**src/rtl/dt_walker.sv**
```systemverilog
// Table-driven decision-tree walker: one node per clock from root 0, valid/ready in and out,
// node table loaded through a config write port that only accepts writes while idle.
module dt_walker #(
  parameter int unsigned N_FEAT    = 8,
  parameter int unsigned CLASS_W   = 2,
  parameter int unsigned N_NODES   = 64,
  parameter int unsigned ADDR_W    = 6,
  parameter int unsigned FIDX_W    = 3,
  parameter int unsigned MAX_DEPTH = 8,
  localparam int unsigned NODE_W   = 1 + FIDX_W + 2 * ADDR_W
) (
  input  logic               clk,
  input  logic               rst_n,
  input  logic               in_valid,
  output logic               in_ready,
  input  logic [N_FEAT-1:0]  in_feat,
  output logic               out_valid,
  input  logic               out_ready,
  output logic [CLASS_W-1:0] out_class,
  output logic               out_err,
  input  logic               cfg_we,
  input  logic [ADDR_W-1:0]  cfg_addr,
  input  logic [NODE_W-1:0]  cfg_data,
  output logic               cfg_rej
);

  localparam int unsigned DepthW = $clog2(MAX_DEPTH + 1);
  localparam logic [NODE_W-1:0] LeafZero = {1'b1, {(NODE_W - 1){1'b0}}};

  typedef enum logic [1:0] {StIdle, StWalk, StDone} state_e;

  state_e              state_q, state_d;
  logic [N_FEAT-1:0]   feat_q, feat_d;
  logic [ADDR_W-1:0]   cur_q, cur_d;
  logic [DepthW-1:0]   depth_q, depth_d;
  logic [CLASS_W-1:0]  class_q, class_d;
  logic                err_q, err_d;
  logic                rej_q, rej_d;
  logic [NODE_W-1:0]   tbl_q [N_NODES];
  logic [NODE_W-1:0]   tbl_d [N_NODES];

  // Current node decode
  logic [NODE_W-1:0] node;
  logic              node_leaf;
  logic [FIDX_W-1:0] node_fidx, fidx_eff;
  logic [ADDR_W-1:0] node_t, node_f, nxt;
  logic              fbit, nxt_bad, depth_last, cfg_ok;

  assign node       = tbl_q[cur_q];
  assign node_leaf  = node[NODE_W-1];
  assign node_fidx  = node[NODE_W-2 -: FIDX_W];
  assign node_t     = node[2*ADDR_W-1 -: ADDR_W];
  assign node_f     = node[ADDR_W-1:0];
  // Out-of-range feature indices fall back to feature bit 0.
  assign fidx_eff   = (32'(node_fidx) < N_FEAT) ? node_fidx : '0;
  assign fbit       = feat_q[fidx_eff];
  assign nxt        = fbit ? node_t : node_f;
  assign nxt_bad    = 32'(nxt) >= N_NODES;
  assign depth_last = (32'(depth_q) + 32'd1) == MAX_DEPTH;

  assign cfg_ok = cfg_we && (state_q == StIdle) && (32'(cfg_addr) < N_NODES);
  assign rej_d  = cfg_we && !cfg_ok;

  always_comb begin
    tbl_d = tbl_q;
    if (cfg_ok) begin
      tbl_d[cfg_addr] = cfg_data;
    end
  end

  always_comb begin
    state_d = state_q;
    feat_d  = feat_q;
    cur_d   = cur_q;
    depth_d = depth_q;
    class_d = class_q;
    err_d   = err_q;
    unique case (state_q)
      StIdle: begin
        if (in_valid) begin
          feat_d  = in_feat;
          cur_d   = '0;
          depth_d = '0;
          state_d = StWalk;
        end
      end
      StWalk: begin
        if (node_leaf) begin
          class_d = node_f[CLASS_W-1:0];
          err_d   = 1'b0;
          state_d = StDone;
        end else if (nxt_bad || depth_last) begin
          class_d = '0;
          err_d   = 1'b1;
          state_d = StDone;
        end else begin
          cur_d   = nxt;
          depth_d = depth_q + DepthW'(1);
        end
      end
      StDone: begin
        if (out_ready) begin
          state_d = StIdle;
        end
      end
      default: state_d = StIdle;
    endcase
  end

  always_ff @(posedge clk or negedge rst_n) begin
    if (!rst_n) begin
      state_q <= StIdle;
      feat_q  <= '0;
      cur_q   <= '0;
      depth_q <= '0;
      class_q <= '0;
      err_q   <= 1'b0;
      rej_q   <= 1'b0;
      for (int i = 0; i < int'(N_NODES); i++) begin
        tbl_q[i] <= LeafZero;
      end
    end else begin
      state_q <= state_d;
      feat_q  <= feat_d;
      cur_q   <= cur_d;
      depth_q <= depth_d;
      class_q <= class_d;
      err_q   <= err_d;
      rej_q   <= rej_d;
      tbl_q   <= tbl_d;
    end
  end

  assign in_ready  = (state_q == StIdle);
  assign out_valid = (state_q == StDone);
  assign out_class = class_q;
  assign out_err   = err_q;
  assign cfg_rej   = rej_q;

endmodule

```
**config.mk**
```make
export PLATFORM = sky130hd
export DESIGN_NAME = dt_walker
export DESIGN_NICKNAME = d
export VERILOG_FILES = /design/src/rtl/dt_walker.sv
export SDC_FILE = /design/constraint.sdc
export NUM_CORES = 1
export LEC_CHECK = 0
export BUFFER_PORTS_ARGS = -buffer_cell sky130_fd_sc_hd__buf_4
export CAP_MARGIN = 25
export CORE_MARGIN = 1
export CORE_UTILIZATION = 60
export DETAILED_ROUTE_END_ITERATION = 8
export GPL_ROUTABILITY_DRIVEN = 0
export PLACE_DENSITY_LB_ADDON = 0.25
export REMOVE_ABC_BUFFERS = 1
export SYNTH_ARGS = -nofsm -noshare
export SYNTH_HDL_FRONTEND = slang
export SYNTH_SLANG_ARGS = --single-unit
```
**constraint.sdc**
```tcl
create_clock -name clk -period 7.6 [get_ports clk]
set_clock_uncertainty 0.15 [all_clocks]
set_input_delay 0.76 -clock clk [delete_from_list [all_inputs] [get_ports clk]]
set_output_delay 0.76 -clock clk [all_outputs]
set_load 0.02 [all_outputs]
```
==> summary.md <==
| Metric | Value |
|---|---|
| Status | finished clean |
| Max_cap viols | 0 |
| CTS tree | yes |
| Number of setup buffers added after CTS | 0 |
| Switching Fraction | approximately a quarter |
| Logic pwr share | around 15% |
| DIE HEIGHT | 283.5 um |
| Clock slew at reported path FFs | 0.07 ns |
| Tcrit/Tclk final | approximately 58% |
| Synthesis-stage register bit count | between 1000 and 1500 |
| Crit path kind | reg2reg |
| Hold slack | 0.1595 ns |
| Std-Cell Rows | approximately 100 |
| Vias in the first global route | between 20000 and 30000 |
| Starting Density | between 60% and 70% |
| Die Area | 80380 um^2 |
| Worst skew pair latency | slightly below 0.7 ns |
| Via count | about 28000 |
| Internal power | about 0.011 W |
| Iter 0 DRT Violations | 2593 |
| Syn Area/Cell | between 15 and 20 um^2 |
| Fin. Hold Viols | 0 |
| PortBufs | 40 |
| Critical Path AT | between 4 and 5 ns |
| Ys async rst share | 100.0% |
| Area of the multi-input gates | 20110 um^2 |
| Synth cell types | 57 |
| Drt wl/cell | 29.51 um |
| Synth top area cells | dfrtp_1 52%, mux2_2 25%, mux4_2 12% |
| Hold_buf cts | 1 |
| Yosys warns | 0 |
| Worst Setup End Kind | register |
| Clock sinks | 1048 |
| Pre-antenna DRT Iters | 6 |
| Achievable frequency | roughly 230 MHz |
| Post-layout min period | approximately 4.4 ns |
| Gr usage total | a little under a third |
| Core Box Area | approximately 80000 um^2 |
| Critical path fanouts, max | 30 |
| Data required, critical path | roughly 8 ns |
| DRT Wirelength | around 120000 um |
| Hold Crit Class | in2reg |
| First-pass GRT wire length | between 150000 and 200000 um |
| Register-to-register setup slack | about 3.2 ns |
| Clock network power share | about 39% |
| Synth Flop Type | dfrtp_1 |
| Final net count | approximately 3000 |
| Inserted Diodes | 0 |
| Post-synth EDFFs | 0 |
| Post-route setup slack | roughly 3.2 ns |
| H-Tree Depth | 3 |
| CTS max path bufs | 3 |
| Place WS | 3.216 ns |
| Fin Setup TNS | 0 ns |
| Synth cell count leaders | 1042 x mux2_2, 984 x dfrtp_1, 245 x mux4_2, 219 x clkbuf_1, 95 x nand2_1 |
| Worst rel slew slack | between 20% and 30% |
| Leak | 24.94 nW |
| Remaining routing DRC violations | 0 |
| Most frequent cell after synthesis | mux2_2 |
| Largest net degree at the start of global routing | 207 |
| Sequential power share | a little under half |
| CP Launch Type | register |
| Sequential-to-total area share from yosys stat | 55.32% |
| Gr ovfl total | 0 |
| Synth Instances | 3040 |
| PD cells | 275.7 nW/um^2 |
| Fin util | roughly two thirds |
| Peak VDD IR | roughly 0.19 mV |
| Dpl hpwl | 71630 um |
| Num ports | between 40 and 50 |
| Switching pwr | approximately 0.0037 W |
| Syn Std Cell Area | 47550 um^2 |
| Area Growth Syn to Fin | 10.96% |
| CTS Buf Count | approximately 110 |
| Slew Viols, Final | 0 |
| Share of cells above drive strength 1 | ~54% |
| Share of the synthesized area in the top cell type | about half |
| ANT nets after route | 0 |
| Tot Pwr | around 0.015 W |
| Fillers | between 5000 and 6000 |
| Worst-Margin Slew | 1.126 ns |
| Final setup violation count | 0 |
| Cell taking the most area after synthesis | dfrtp_1 |
| Register area | 26310 um^2 |
| Die width | around 280 um |
| Mean number of vias per cell | 6.732 |
| Root buffer cell | clkbuf_16 |
| RSZ-0062 raised after global routing | false |
| PostCTS Resize Cnt | 0 |
| Initial antenna violation count | 3 |
stage by stage:
step / instance area, um^2 / std cells
final: 52760 / 4097
after global routing: 52760 / 4097
after CTS: 52580 / 4090
after detailed placement: 48740 / 3890
after global placement: 48480 / 3879
after floorplan: 46390 / 2754
final timing paths:
| kind | startpoint | to | depth (start not counted) |
|---|---|---|---|
| min | out_ready | state_q[1] | 2 |
| min in group asynchronous | rst_n | tbl_q[858] | 2 |
| min reg2reg | tbl_q[16] | tbl_q[16] | 1 |
| max reg2reg | cur_q[0] | cur_q[2] | 9 |
| max in group asynchronous | rst_n | tbl_q[52] | 4 |
| max | cur_q[0] | cur_q[2] | 9 |
flip-flops by register name, indices dropped and copies added (netlist names):
register   cells
feat_q         8
depth_q        4
cur_q          6
tbl_q       1024
cfg_rej        1
out_class      2
out_err        1
state_q        2
area by class of cell:
class                      count  share of cell area [%]
clock buffer                 158                   6.286
clock inverter                41                  0.9865
inverter                       6                 0.04268
multi-input combinational   1700                   38.11
sequential                  1048                   49.87
tap                         1040                   2.466
timing repair buffer         104                   2.239
critical path, cell delays in order, from the launching register on:
cell and delay (ns):
dfrtp_4 0.82, buf_4 0.63, mux4_2 0.58, mux2i_1 0.40
o22ai_1 0.14, or3_1 0.38, nand2b_1 0.14, mux2i_2 0.57
mux2i_1 0.25, o221ai_1 0.14
power by group through the flow:
stage          clock [W]  sequential, W  combinational [W]
6_report         0.00562        0.00679            0.00213
3_3_place_gp           0        0.00680            0.00202
3_5_place_dp           0        0.00687            0.00211
4_1_cts          0.00569        0.00678            0.00213
5_1_grt          0.00593        0.00686            0.00229
2_1_floorplan          0        0.00677            0.00143
metal layers:
metal / vias to the layer above / track usage [%] / routed length (um)
li1: 11220 / - / -
met1: 15110 / 43.57 / 50240
met2: 1026 / 48.59 / 58240
met3: 221 / 6.182 / 9200
met4: 0 / 9.405 / 3236
met5: - / 0 / 0
logic make-up after synthesis:
logic type | after synthesis | share of synthesized area, %
multiplexers | 1333 | 37.43
XOR/XNOR | 1 | 0.01842
AO/OA/AOI/OAI | 168 | 2.750
flip-flops | 1048 | 55.32
AND/OR/NAND/NOR | 196 | 1.934
adder cells (fa/ha/maj) | 2 | 0.05261
buffers and inverters | 292 | 2.502
placed cells by master (no fill, tap or decap), types with 22 or more instances in the layout:
cell type / n
clkbuf_16: 113
a22o_1: 23
buf_4: 78
a221oi_1: 22
nor2_1: 22
nand2_1: 95
clkbuf_8: 32
mux4_2: 245
mux2_2: 1042
dfrtp_1: 981
a22oi_1: 66
dfstp_2: 64
mux2i_1: 40
clkinv_2: 24
Power figures use the tool's default switching activity.
